## src/rtl/rv32i_fetch_unit_if.sv

```systemverilog
// ---------------------------------------------------------------------------
// rv32i_fetch_unit_if
// Bundles every bus of the fetch stage apart from clk/reset: the imem
// request/response channel, the redirect from execute, the decode-side
// instruction channel and two debug taps on the slot queue.
//
// Handshake rule for every valid/ready pair in this interface: a transfer
// happens on a rising clk edge where valid and ready are both high. The
// producer holds its payload stable while valid is high and ready is low.
// valid never depends on ready. The imem response channel has no ready
// signal, so the fetch unit always takes a response.
//
// Modports
//   master : the fetch unit (issues imem requests, drives decode outputs)
//   slave  : the environment (instruction memory, execute, decode)
// Debug taps (driven by master)
//   dbg_slot_state : 2 bits per slot, slot i at [2*i +: 2]
//                    (0 empty, 1 pending, 2 filled)
//   dbg_occupancy  : number of allocated slots, 0..DEPTH
// ---------------------------------------------------------------------------
interface rv32i_fetch_unit_if #(
  parameter int unsigned DEPTH = 2
);
  logic                     imem_req_valid;
  logic                     imem_req_ready;
  logic [31:0]              imem_req_addr;
  logic                     imem_rsp_valid;
  logic [31:0]              imem_rsp_data;
  logic                     redirect_valid;
  logic [31:0]              redirect_pc;
  logic                     id_valid;
  logic                     id_ready;
  logic [31:0]              id_instr;
  logic [31:0]              id_pc;
  logic [31:0]              id_pc_plus4;
  logic [2*DEPTH-1:0]       dbg_slot_state;
  logic [$clog2(DEPTH):0]   dbg_occupancy;

  modport master (
    output imem_req_valid, imem_req_addr,
    input  imem_req_ready,
    input  imem_rsp_valid, imem_rsp_data,
    input  redirect_valid, redirect_pc,
    output id_valid, id_instr, id_pc, id_pc_plus4,
    input  id_ready,
    output dbg_slot_state, dbg_occupancy
  );

  modport slave (
    input  imem_req_valid, imem_req_addr,
    output imem_req_ready,
    output imem_rsp_valid, imem_rsp_data,
    output redirect_valid, redirect_pc,
    input  id_valid, id_instr, id_pc, id_pc_plus4,
    output id_ready,
    input  dbg_slot_state, dbg_occupancy
  );
endinterface

```

## src/rtl/rv32i_fetch_unit.sv

```systemverilog
// ---------------------------------------------------------------------------
// rv32i_fetch_unit
// Instruction-fetch stage. Holds the PC, issues in-order word requests to
// instruction memory, parks each fetch in a slot of a small circular queue
// (EMPTY -> PENDING on request accept -> FILLED on response -> EMPTY on
// hand-off to decode) and presents the head slot to decode. A redirect from
// execute replaces the PC, empties the queue and arranges for every response
// still owed by memory for older requests to be thrown away.
//
// Parameters
//   RESET_PC : first PC fetched after reset
//   DEPTH    : slot count (power of two, >= 2); also the request limit
// Ports
//   clk, reset : single clock, synchronous active-high reset
//   bus        : rv32i_fetch_unit_if.master (imem, redirect, decode, debug)
// ---------------------------------------------------------------------------
module rv32i_fetch_unit #(
  parameter logic [31:0] RESET_PC = 32'h0000_0000,
  parameter int unsigned DEPTH    = 2
) (
  input  logic               clk,
  input  logic               reset,
  rv32i_fetch_unit_if.master bus
);
  localparam int unsigned PW = $clog2(DEPTH);
  localparam int unsigned CW = PW + 1;
  // Responses owed for squashed requests; wide enough that repeated
  // redirects against a slow memory cannot wrap it.
  localparam int unsigned KW = 16;

  typedef enum logic [1:0] {
    SLOT_EMPTY   = 2'd0,
    SLOT_PENDING = 2'd1,
    SLOT_FILLED  = 2'd2
  } slot_state_e;

  slot_state_e   slot_q [DEPTH];
  slot_state_e   slot_d [DEPTH];
  logic [31:0]   slot_pc_q [DEPTH];
  logic [31:0]   slot_instr_q [DEPTH];
  logic [PW-1:0] head_q;
  logic [PW-1:0] tail_q;
  logic [PW-1:0] fill_q;   // oldest PENDING slot (responses return in order)
  logic [CW-1:0] occ_q;
  logic [CW-1:0] occ_d;
  logic [KW-1:0] kill_q;
  logic [KW-1:0] kill_d;
  logic [31:0]   pc_q;
  logic [31:0]   pc_d;
  logic          boot_q;   // high for the first cycle out of reset

  logic          redir;
  logic          req_fire;
  logic          rsp_fill;
  logic          id_fire;
  logic          queue_empty;
  logic          head_filled;
  logic [CW-1:0] pend_cnt;

  assign redir       = bus.redirect_valid;
  assign queue_empty = (occ_q == '0);
  assign head_filled = (slot_q[head_q] == SLOT_FILLED);

  always_comb begin
    pend_cnt = '0;
    for (int i = 0; i < DEPTH; i++) begin
      if (slot_q[i] == SLOT_PENDING) pend_cnt = pend_cnt + 1'b1;
    end
  end

  // Outputs are forced quiet while reset is high, so nothing leaks before
  // the first reset edge has initialised the state.
  assign bus.imem_req_valid = !reset && !boot_q && !redir && (occ_q < CW'(DEPTH));
  assign bus.imem_req_addr  = pc_q;
  assign req_fire           = bus.imem_req_valid && bus.imem_req_ready;

  assign bus.id_valid    = !reset && head_filled && !redir;
  assign id_fire         = bus.id_valid && bus.id_ready;
  assign bus.id_instr    = (reset || queue_empty) ? 32'd0 : slot_instr_q[head_q];
  assign bus.id_pc       = (reset || queue_empty) ? 32'd0 : slot_pc_q[head_q];
  assign bus.id_pc_plus4 = bus.id_pc + 32'd4;

  // A response only lands in a slot when nothing older is still owed.
  assign rsp_fill = bus.imem_rsp_valid && !redir && (kill_q == '0) &&
                    (slot_q[fill_q] == SLOT_PENDING);

  always_comb begin
    bus.dbg_slot_state = '0;
    for (int i = 0; i < DEPTH; i++) begin
      bus.dbg_slot_state[2*i +: 2] = logic'(1'b0) ? 2'b00 : slot_q[i];
    end
  end
  assign bus.dbg_occupancy = occ_q;

  // Slot FSMs plus PC / occupancy / kill next-state.
  always_comb begin
    for (int i = 0; i < DEPTH; i++) slot_d[i] = slot_q[i];
    occ_d  = occ_q;
    pc_d   = pc_q;
    kill_d = kill_q;
    if (redir) begin
      for (int i = 0; i < DEPTH; i++) slot_d[i] = SLOT_EMPTY;
      occ_d = '0;
      pc_d  = {bus.redirect_pc[31:2], 2'b00};
      // Everything still owed becomes a drop: the pending slots plus the old
      // count, less the response (if any) consumed in this very cycle.
      if (bus.imem_rsp_valid && ((kill_q != '0) || (pend_cnt != '0)))
        kill_d = kill_q + KW'(pend_cnt) - KW'(1);
      else
        kill_d = kill_q + KW'(pend_cnt);
    end else begin
      // Head, fill and tail point at slots in three different states, so
      // these updates never collide.
      if (id_fire)  slot_d[head_q] = SLOT_EMPTY;
      if (rsp_fill) slot_d[fill_q] = SLOT_FILLED;
      if (req_fire) begin
        slot_d[tail_q] = SLOT_PENDING;
        pc_d           = pc_q + 32'd4;
      end
      if (bus.imem_rsp_valid && (kill_q != '0)) kill_d = kill_q - 1'b1;
      case ({req_fire, id_fire})
        2'b10:   occ_d = occ_q + 1'b1;
        2'b01:   occ_d = occ_q - 1'b1;
        default: occ_d = occ_q;
      endcase
    end
  end

  always_ff @(posedge clk) begin
    if (reset) begin
      pc_q   <= RESET_PC;
      head_q <= '0;
      tail_q <= '0;
      fill_q <= '0;
      occ_q  <= '0;
      kill_q <= '0;
      boot_q <= 1'b1;
      for (int i = 0; i < DEPTH; i++) begin
        slot_q[i]       <= SLOT_EMPTY;
        slot_pc_q[i]    <= '0;
        slot_instr_q[i] <= '0;
      end
    end else begin
      boot_q <= 1'b0;
      pc_q   <= pc_d;
      occ_q  <= occ_d;
      kill_q <= kill_d;
      for (int i = 0; i < DEPTH; i++) slot_q[i] <= slot_d[i];
      if (redir) begin
        head_q <= '0;
        tail_q <= '0;
        fill_q <= '0;
      end else begin
        if (id_fire) head_q <= head_q + 1'b1;
        if (rsp_fill) begin
          slot_instr_q[fill_q] <= bus.imem_rsp_data;
          fill_q               <= fill_q + 1'b1;
        end
        if (req_fire) begin
          slot_pc_q[tail_q] <= pc_q;
          tail_q            <= tail_q + 1'b1;
        end
      end
    end
  end
endmodule

```

## src/flat_wrapper.sv

```systemverilog
// flat-port wrapper written by rule: the top's interface ports become plain ports
module rv32i_fetch_unit_flat 
#(
  parameter logic [31:0] RESET_PC = 32'h0000_0000,
  parameter int unsigned DEPTH    = 2
)
  (clk, reset, bus_imem_req_valid, bus_imem_req_addr, bus_imem_req_ready, bus_imem_rsp_valid, bus_imem_rsp_data, bus_redirect_valid, bus_redirect_pc, bus_id_valid, bus_id_instr, bus_id_pc, bus_id_pc_plus4, bus_id_ready, bus_dbg_slot_state, bus_dbg_occupancy);
  rv32i_fetch_unit_if #(.DEPTH(DEPTH)) bus_i ();
  input  logic clk;
  input  logic reset;
  output wire logic [$bits(bus_i.imem_req_valid)-1:0] bus_imem_req_valid;
  output wire logic [$bits(bus_i.imem_req_addr)-1:0] bus_imem_req_addr;
  input wire logic [$bits(bus_i.imem_req_ready)-1:0] bus_imem_req_ready;
  input wire logic [$bits(bus_i.imem_rsp_valid)-1:0] bus_imem_rsp_valid;
  input wire logic [$bits(bus_i.imem_rsp_data)-1:0] bus_imem_rsp_data;
  input wire logic [$bits(bus_i.redirect_valid)-1:0] bus_redirect_valid;
  input wire logic [$bits(bus_i.redirect_pc)-1:0] bus_redirect_pc;
  output wire logic [$bits(bus_i.id_valid)-1:0] bus_id_valid;
  output wire logic [$bits(bus_i.id_instr)-1:0] bus_id_instr;
  output wire logic [$bits(bus_i.id_pc)-1:0] bus_id_pc;
  output wire logic [$bits(bus_i.id_pc_plus4)-1:0] bus_id_pc_plus4;
  input wire logic [$bits(bus_i.id_ready)-1:0] bus_id_ready;
  output wire logic [$bits(bus_i.dbg_slot_state)-1:0] bus_dbg_slot_state;
  output wire logic [$bits(bus_i.dbg_occupancy)-1:0] bus_dbg_occupancy;
  assign bus_imem_req_valid = bus_i.imem_req_valid;
  assign bus_imem_req_addr = bus_i.imem_req_addr;
  assign bus_i.imem_req_ready = bus_imem_req_ready;
  assign bus_i.imem_rsp_valid = bus_imem_rsp_valid;
  assign bus_i.imem_rsp_data = bus_imem_rsp_data;
  assign bus_i.redirect_valid = bus_redirect_valid;
  assign bus_i.redirect_pc = bus_redirect_pc;
  assign bus_id_valid = bus_i.id_valid;
  assign bus_id_instr = bus_i.id_instr;
  assign bus_id_pc = bus_i.id_pc;
  assign bus_id_pc_plus4 = bus_i.id_pc_plus4;
  assign bus_i.id_ready = bus_id_ready;
  assign bus_dbg_slot_state = bus_i.dbg_slot_state;
  assign bus_dbg_occupancy = bus_i.dbg_occupancy;
  rv32i_fetch_unit #(.RESET_PC(RESET_PC), .DEPTH(DEPTH)) u_core (.clk(clk), .reset(reset), .bus(bus_i));
endmodule
```

## config.mk

```make
export PLATFORM = sky130hd
export DESIGN_NAME = rv32i_fetch_unit_flat
export DESIGN_NICKNAME = d
export VERILOG_FILES = /design/src/rtl/rv32i_fetch_unit_if.sv /design/src/rtl/rv32i_fetch_unit.sv /design/src/flat_wrapper.sv
export SDC_FILE = /design/constraint.sdc
export NUM_CORES = 1
export LEC_CHECK = 0
export CORE_UTILIZATION = 53
export CTS_BUF_LIST = sky130_fd_sc_hd__clkbuf_16
export CTS_CLUSTER_DIAMETER = 150
export CTS_CLUSTER_SIZE = 10
export DETAILED_ROUTE_END_ITERATION = 7
export PLACE_DENSITY = 0.86
export RECOVER_POWER = 100
export REMOVE_ABC_BUFFERS = 1
export SYNTH_ARGS = -nofsm -noshare
export SYNTH_HDL_FRONTEND = slang
export SYNTH_SLANG_ARGS = --single-unit
```

## constraint.sdc

```tcl
create_clock -name clk -period 4.3 [get_ports clk]
set_clock_uncertainty 0.15 [all_clocks]
set_input_delay 0.43 -clock clk [delete_from_list [all_inputs] [get_ports clk]]
set_output_delay 0.43 -clock clk [all_outputs]
set_load 0.1 [all_outputs]
```

==> run summary <==
The die extent in y was 142 um. The estimated wirelength of the detail-placed design came out at 19.1 mm. The number of diodes added for antenna fixing was 0. Dividing total power by cell area gives a power density of 379 nW/um2.

Of the cells placed in the final design, the portion with a size suffix greater than 1 is 7.63%. After filler insertion, the fill cell instance count of the layout stands at 1477. The smallest clock period supported by the final layout is computed as 4070 ps. The H-tree generated during clock tree synthesis spans 4 levels. For flop-to-flop paths, the worst setup slack is 460 ps.

For this run, the number of Yosys warnings is 0. OpenSTA, run right after detailed placement, puts the worst setup slack at 537 ps. The final layout contains 1326 nets. The first detailed-routing pass took 8 iterations. Data on the critical path arrives at its endpoint at 3490 ps. TritonCTS built the clock tree.

After detailed routing, the number of remaining DRC violations is 0. The worst setup path is captured at an output port. The total instance count after detailed placement was 1486. The analysis attributes to cell leakage a power of 4.58 nW. Clock latency on the worst-skew pair: 430 ps.

The logs give 0.911 for the placer's final routability congestion estimate and 206 for the number of top-level pins. The die covers 20200 um2. The worst hold path passes through 2 cells.

The final layout contains routed wiring with a total length of 27.9 mm. Yosys mapped a number of flops with a built-in enable equal to 124. Traced cell by cell, the critical path runs through buf_6 > nand3b_1 > a2111oi_2 > and4_1 > nor4b_2 > nand3_1 > xnor2_1 > clkbuf_4.

Depth of the worst register-to-register path: 12. The count of buffers added on input and output ports is 197. The total CTS buffers was 17; the stage delay of the slowest cell on the critical path was 610 ps. The layout-stage area growth over the synthesis result was 21.0%.

Averaged over all synthesized cells, the footprint is 9.58 um2. The run gives 0 as the remaining antenna violation count after routing. The nature of the critical path startpoint was a flop.

Number of antenna violations at the first check in global routing: 0. The buffer cell driving the clock tree root was clkbuf_16. The register area share after synthesis was 46.9%. The x dimension of the die was 142 um; the total vias in the final route was 9009. The logs give 0 for the final-report max-slew violation count and 0 for the total congestion overflow. In this run the most critical hold path is launched from u_core.slot_q[1][0]$_SDFF_PP0_. The min-delay analysis places its worst path in the category flop to flop. The number of violations reported at the end of detailed-routing iteration 0 is 641. Global routing consumed, over all layers together, 27.2% of the routing resources. The critical-path maximum fanout was 14. In this run the critical register-to-register path is launched from u_core.slot_q[1][0]$_SDFF_PP0_.

The area of the core came out at 19000 um2. The number of hold buffers added after CTS was 0. The transition at the pin with the smallest max-transition slack was 1480 ps; the post-route worst setup slack was 225 ps. In the final routed layout, each cell accounts on average for 18.3 um. After detailed routing, the number of vias per cell comes to 5.93. The first global-routing pass estimated 42.9 mm of wire. Row generation in the floorplan step produced 50 rows. The post-synthesis sequential element count is 182, and the via count of the first global-routing pass is 8315. The worst vdd rail ir drop came out at 0.348 mV. For this configuration, the core starts out at a cell density of 54.9%. The final hold violation count came out at 0. The netlist uses 68 different library cells.

Class of the most critical setup path: flop to output port. STA puts the critical path data required time at 3720 ps. The worst slew margin relative to its limit was 1.36%.

The synthesized netlist occupies a cell area of 10400 um2. Count of clock tree sinks: 182. The most used flip-flop cell after synthesis is edfxtp_1. The run finished with clean final reports. The tools report the capture point of the worst reg-to-reg path as u_core.kill_q[7]$_SDFFE_PP0P_. Number of standard cells after synthesis: 1087. The longest clock path from root to sink contains 2 buffers. The tools report the count of maximum capacitance violations as 0. For this run, the top clock speed supported by timing is 0.245 GHz.

The path with the worst hold slack has its endpoint at u_core.slot_q[1][0]$_SDFF_PP0_. After clock tree synthesis, the clock-pin slew on the worst setup and hold paths is 70 ps. Setup violations remaining at the end of the flow were counted as 0. Dividing the final minimum period by the clock period gives 94.8%. Entering global routing, the biggest net connects 66 pins. The largest individual stage delay along the critical path comes from the cell a2111oi_2. The count of non-filler cells in the finished layout is 1519. The proportion of register bits with asynchronous set or reset after synthesis was 0%. Setup repair after global routing left no endpoint under its margin.
-- worst max-delay path by stage --
stage | start | endpoint | cells after the start
after global placement | reset | bus_id_pc_plus4[30] | 12
after CTS | flop | bus_id_pc_plus4[30] | 11
after detailed placement | reset | bus_id_pc_plus4[30] | 12
after floorplan | u_core.bus.dbg_occupancy[1]$_SDFFE_PP0P_ | bus_id_pc_plus4[28] | 8
after global routing | flop | bus_id_pc_plus4[31] | 8
final | flop | bus_id_pc_plus4[25] | 8
-- worst max-delay path: cells and delay by family, from the launching register on --
family                    cells  cell delay, ps
and+or+nand+nor               4            1310
AOI/OAI and AO/OA             1             610
DFF                           1             430
xor gates and xnor gates      1             170
buffers and inverters         2             540
-- logic make-up after synthesis --
kind of cell / after synthesis / share of synthesized area, %
and+or+nand+nor: 523 / 26.6
DFF: 182 / 46.9
AOI/OAI and AO/OA: 146 / 9.48
buffers and inverters: 100 / 4.16
muxes: 79 / 7.70
xor gates and xnor gates: 46 / 3.87
adders and majority gates: 10 / 1.27
other: 1 / 0.0360
-- metal layers --
| metal | track usage, % | wire [um] |
|---|---|---|
| met5 | 0 | 0 |
| met4 | 12.3 | 872 |
| met3 | 3.77 | 2020 |
| met2 | 45.5 | 13600 |
| met1 | 35.0 | 11400 |
-- state kept, by name, indices dropped and copies added, names as in the netlist, named ones only --
name	cells
u_core.slot_instr_q	64
u_core.slot_pc_q	60
u_core.bus.imem_req_addr	30
u_core.kill_q	16
u_core.slot_q	4
u_core.bus.dbg_occupancy	2
u_core.boot_q	1
u_core.fill_q	1
u_core.head_q	1
u_core.tail_q	1
-- metrics by stage --
stage                     instance area (um2)  total power [mW]  utilization [%]  setup TNS, ps  hold WS, ps
after floorplan                         10100              2.96                -        -176650          308
after global placement                  12500              3.29             66.2              0          333
after detailed placement                12500              3.31             66.2              0          335
after CTS                               13100              4.78             69.1              0          360
final                                   12600              4.78             66.5              0          360
after global routing                    12600              4.98             66.5              0          413
-- placed cells by master (no fill, tap or decap), types with 9 or more instances in the layout --
master           instances
nand3_1                 46
dlygate4sd3_1           37
inv_1                   16
edfxtp_1               124
o211ai_1                10
nand2_1                 73
mux2i_1                 70
ha_1                     9
clkbuf_16               17
nand3b_1                10
buf_4                   18
nand2b_1                16
or3_1                   18
a21oi_1                 29
nand4_1                 16
and4_1                  10
o21ai_0                 29
and2_0                  40
clkbuf_1                65
xnor2_1                 23
and3_1                  32
nor2_1                 126
nor4_1                  19
clkbuf_2                20
xor2_1                  23
nor3_1                  28
clkdlybuf4s50_1         65
nor2b_1                  9
dfxtp_1                 57
a31oi_1                 20
and2_1                  57
-- synthesized netlist by cell type, drive strengths merged, types with 9 or more instances --
master | n | share of area [%]
inv | 17 | 0.61
o21ai | 29 | 1.4
mux2i | 70 | 6.7
a31oi | 20 | 1.2
nor2 | 126 | 4.5
and3 | 32 | 1.9
edfxtp | 124 | 36
o211ai | 10 | 0.72
clkbuf | 53 | 1.9
or3 | 18 | 1.1
dfxtp | 58 | 11
xor2 | 23 | 1.9
nand3b | 10 | 0.72
xnor2 | 23 | 1.9
a2111oi | 10 | 0.96
nor4 | 19 | 1.3
nand4 | 16 | 0.96
nand2b | 16 | 0.96
or2 | 9 | 0.54
nor2b | 9 | 0.54
and2 | 97 | 5.8
mux2 | 9 | 0.97
nand3 | 46 | 2.2
ha | 9 | 1.1
nor3 | 28 | 1.3
a21oi | 29 | 1.4
nand2 | 73 | 2.6
and4 | 10 | 0.84
buf | 30 | 1.6
-- what timing repair did --
item                       in CTS  in global routing
resized for setup               0                  1
buffers inserted                0                  1
setup endpoints to repair       0                  2
hold endpoints to repair        0                  0
-- layout make-up --
cell class	count	area (um2)	share of cell area, %
Tap cell	260	325	2.58
Clock buffer	17	425	3.38
Inverter	17	63.8	0.506
Sequential cell	182	4890	38.8
Multi-Input combinational cell	810	5110	40.5
Clock inverter	15	138	1.09
Timing Repair Buffer	218	1650	13.1
-- power by group --
part	internal, mW	switching [mW]
registers	1.98	0.186
clock network	0.766	0.724
logic	0.399	0.728
total	3.14	1.64
Note: power is estimated with default switching activity, not from simulation.
==> RTL edit: new RTL, config.mk and constraints unchanged <==
`DEPTH` is set to 2 in 3 places; all go to 4. Comments in the files are not updated.
--- a/src/rtl/rv32i_fetch_unit_if.sv
+++ b/src/rtl/rv32i_fetch_unit_if.sv
@@ -19,7 +19,7 @@
 //   dbg_occupancy  : number of allocated slots, 0..DEPTH
 // ---------------------------------------------------------------------------
 interface rv32i_fetch_unit_if #(
-  parameter int unsigned DEPTH = 2
+  parameter int unsigned DEPTH = 4
 );
   logic                     imem_req_valid;
   logic                     imem_req_ready;
--- a/src/rtl/rv32i_fetch_unit.sv
+++ b/src/rtl/rv32i_fetch_unit.sv
@@ -16,7 +16,7 @@
 // ---------------------------------------------------------------------------
 module rv32i_fetch_unit #(
   parameter logic [31:0] RESET_PC = 32'h0000_0000,
-  parameter int unsigned DEPTH    = 2
+  parameter int unsigned DEPTH    = 4
 ) (
   input  logic               clk,
   input  logic               reset,
--- a/src/flat_wrapper.sv
+++ b/src/flat_wrapper.sv
@@ -2,7 +2,7 @@
 module rv32i_fetch_unit_flat 
 #(
   parameter logic [31:0] RESET_PC = 32'h0000_0000,
-  parameter int unsigned DEPTH    = 2
+  parameter int unsigned DEPTH    = 4
 )
   (clk, reset, bus_imem_req_valid, bus_imem_req_addr, bus_imem_req_ready, bus_imem_rsp_valid, bus_imem_rsp_data, bus_redirect_valid, bus_redirect_pc, bus_id_valid, bus_id_instr, bus_id_pc, bus_id_pc_plus4, bus_id_ready, bus_dbg_slot_state, bus_dbg_occupancy);
   rv32i_fetch_unit_if #(.DEPTH(DEPTH)) bus_i ();
Interface: changed (resized bus_dbg_occupancy and bus_dbg_slot_state); port bits go from 206 to 211. The function was not compared with the original's and may differ.
==> RTL edit against the original RTL <==
First-iteration DRC count up 77%. Cell count up 33%. Final area up 60%. Non-clock buffer count up 38. Hold slack worse by 0.17 ns. Total power up 51%. Wire length up 56%. Sequential power up 64%. Sequential cell count up 134. Synthesized area up 58%. Worst setup slack worse by 0.15 ns. Critical endpoint unchanged.
==> RTL edit: results <==
run_status:
  result_of_the_run: "complete, no violations"
synthesis:
  synth_edf_count: 248
  yosys-top-cells-count: "edfxtp_1, and2_1, nor2_1"
  synth_compound_area_frac: 0.0639
  yosys.cell_types.count: 76
  synth-xor-area-share: 0.0283
  seq_area_frac_synth: 0.536
  synth-adder-area-share: 0.0192
  yosys-mux-area-fraction: 0.0949
setup_path:
  critical_path.max_fanout: 24
  crit_path_top_delay_cell: "nor4_1"
  depth_of_the_worst_register_to_register_path: 16
  critical_register_to_register_path_endpoint: "u_core.kill_q[10]$_SDFFE_PP0P_"
  worst_ep_arrival_time_ns: 3.64
worst_hold_path:
  worstHoldEndpoint: "u_core.bus.imem_req_addr[5]$_SDFFE_PP0P_"
  hold_path_class: "in2reg"
  hold_path_startpoint: "reset"
global_route:
  via_count_of_the_first_global_routing_pass: 12200
  grt_use_met2: 0.468
  global_route_wire_length_before_repair_um: 66300
  track_usage: 0.274
  maximum_number_of_pins_on_one_net_before_global_route_repair: 58
  globalRouteMet3Util: 0.0373
  grt_antenna_before_repair: 1
cts:
  worst_skew_pair.late_latency_ns: 0.52
  number_of_buffers_added_by_the_clock_tree_synthesis_step: 37
  max-clock-path-buffers: 3
  cts.htree.levels: 2
place:
  post-dp-hpwl_um: 28000
  routabilityCongestion: 0.901
  port_buffers: 202
route:
  first_iter_violations: 1136
  routed-wl-met2_um: 21600
  post_drt_via_cell_ratio: 6.11
  first_pass_iters: 6
power:
  leak_pwr_nw: 7.79
cells_and_area:
  post_route_cells_drive_above_1_share: 0.179
  final_nets: 1702
  largest_register_ff_count: 128
timing:
  hold_slack_ns: 0.192
  timing.max_slew.rel_slack: 0.0713
RTL edit: cell types whose count changed after synthesis, moves of 14 or more:
| cell | before | now |
|---|---|---|
| a31oi_1 | 20 | 6 |
| and2_1 | 97 | 214 |
| and3_1 | 32 | 94 |
| clkbuf_1 | 53 | 74 |
| edfxtp_1 | 124 | 248 |
| inv_1 | 16 | 36 |
| mux2i_1 | 70 | 8 |
| mux4_2 | 0 | 63 |
| nor2_1 | 126 | 97 |
| xnor2_1 | 23 | 37 |
RTL edit: report_power, final:
group          internal [mW]  total [mW]  switching (mW)
clock                   1.61        2.77            1.16
sequential              3.42        3.54           0.123
combinational          0.326       0.894           0.567
total                   5.36        7.21            1.85
RTL edit: worst register-to-register path: cells and delay by family, from the launching register on:
kind	cells	cell delay [ns]
simple gates	7	1.46
compound gates	5	1.07
fa+ha+maj	2	0.60
flops	1	0.34
mux	1	0.29
buf+inv	1	0.15
RTL edit: worst max path at each step:
stage | to | cells after the start | startpoint
after floorplan | bus_id_pc_plus4[24] | 10 | register
after global placement | u_core.kill_q[10]$_SDFFE_PP0P_ | 17 | u_core.slot_q[1][0]$_SDFF_PP0_
after detailed placement | u_core.kill_q[10]$_SDFFE_PP0P_ | 17 | u_core.slot_q[1][0]$_SDFF_PP0_
after CTS | u_core.kill_q[13]$_SDFFE_PP0P_ | 18 | u_core.slot_q[1][0]$_SDFF_PP0_
after global routing | bus_id_pc_plus4[25] | 10 | u_core.bus.dbg_occupancy[2]$_SDFFE_PP0P_
final | bus_id_pc_plus4[25] | 10 | u_core.bus.dbg_occupancy[2]$_SDFFE_PP0P_
RTL edit: final cells by class:
class / instances / area (um2)
Fill cell: 2164 / 10300
Sequential cell: 316 / 8810
Multi-Input combinational cell: 958 / 7180
Timing Repair Buffer: 256 / 2470
Clock buffer: 39 / 976
Tap cell: 396 / 495
Inverter: 39 / 146
Clock inverter: 20 / 87.6
Antenna cell: 1 / 2.50
RTL edit: per-stage QoR:
| stage | setup WS, ns | setup TNS, ns | area, um2 | util | cells |
|---|---|---|---|---|---|
| after floorplan | -3.83 | -483.35 | 16000 | - | 1313 |
| after global placement | 0.000202 | 0 | 19100 | 0.625 | 1964 |
| after detailed placement | -0.0133 | -0.0133 | 19100 | 0.625 | 1964 |
| after CTS | 0.00609 | 0 | 20200 | 0.660 | 2023 |
| after global routing | -0.0967 | -0.233 | 20200 | 0.661 | 2025 |
| final | 0.0772 | 0 | 20200 | 0.661 | 2025 |
RTL edit: timing repair:
item | 4_1_cts | 5_1_grt
buffers inserted | 0 | 1
cloned | 0 | 0
gates resized for setup | 2 | 18
pin swaps | 0 | 1
endpoints found under the hold margin | 0 | 0
setup endpoints to repair | 2 | 14
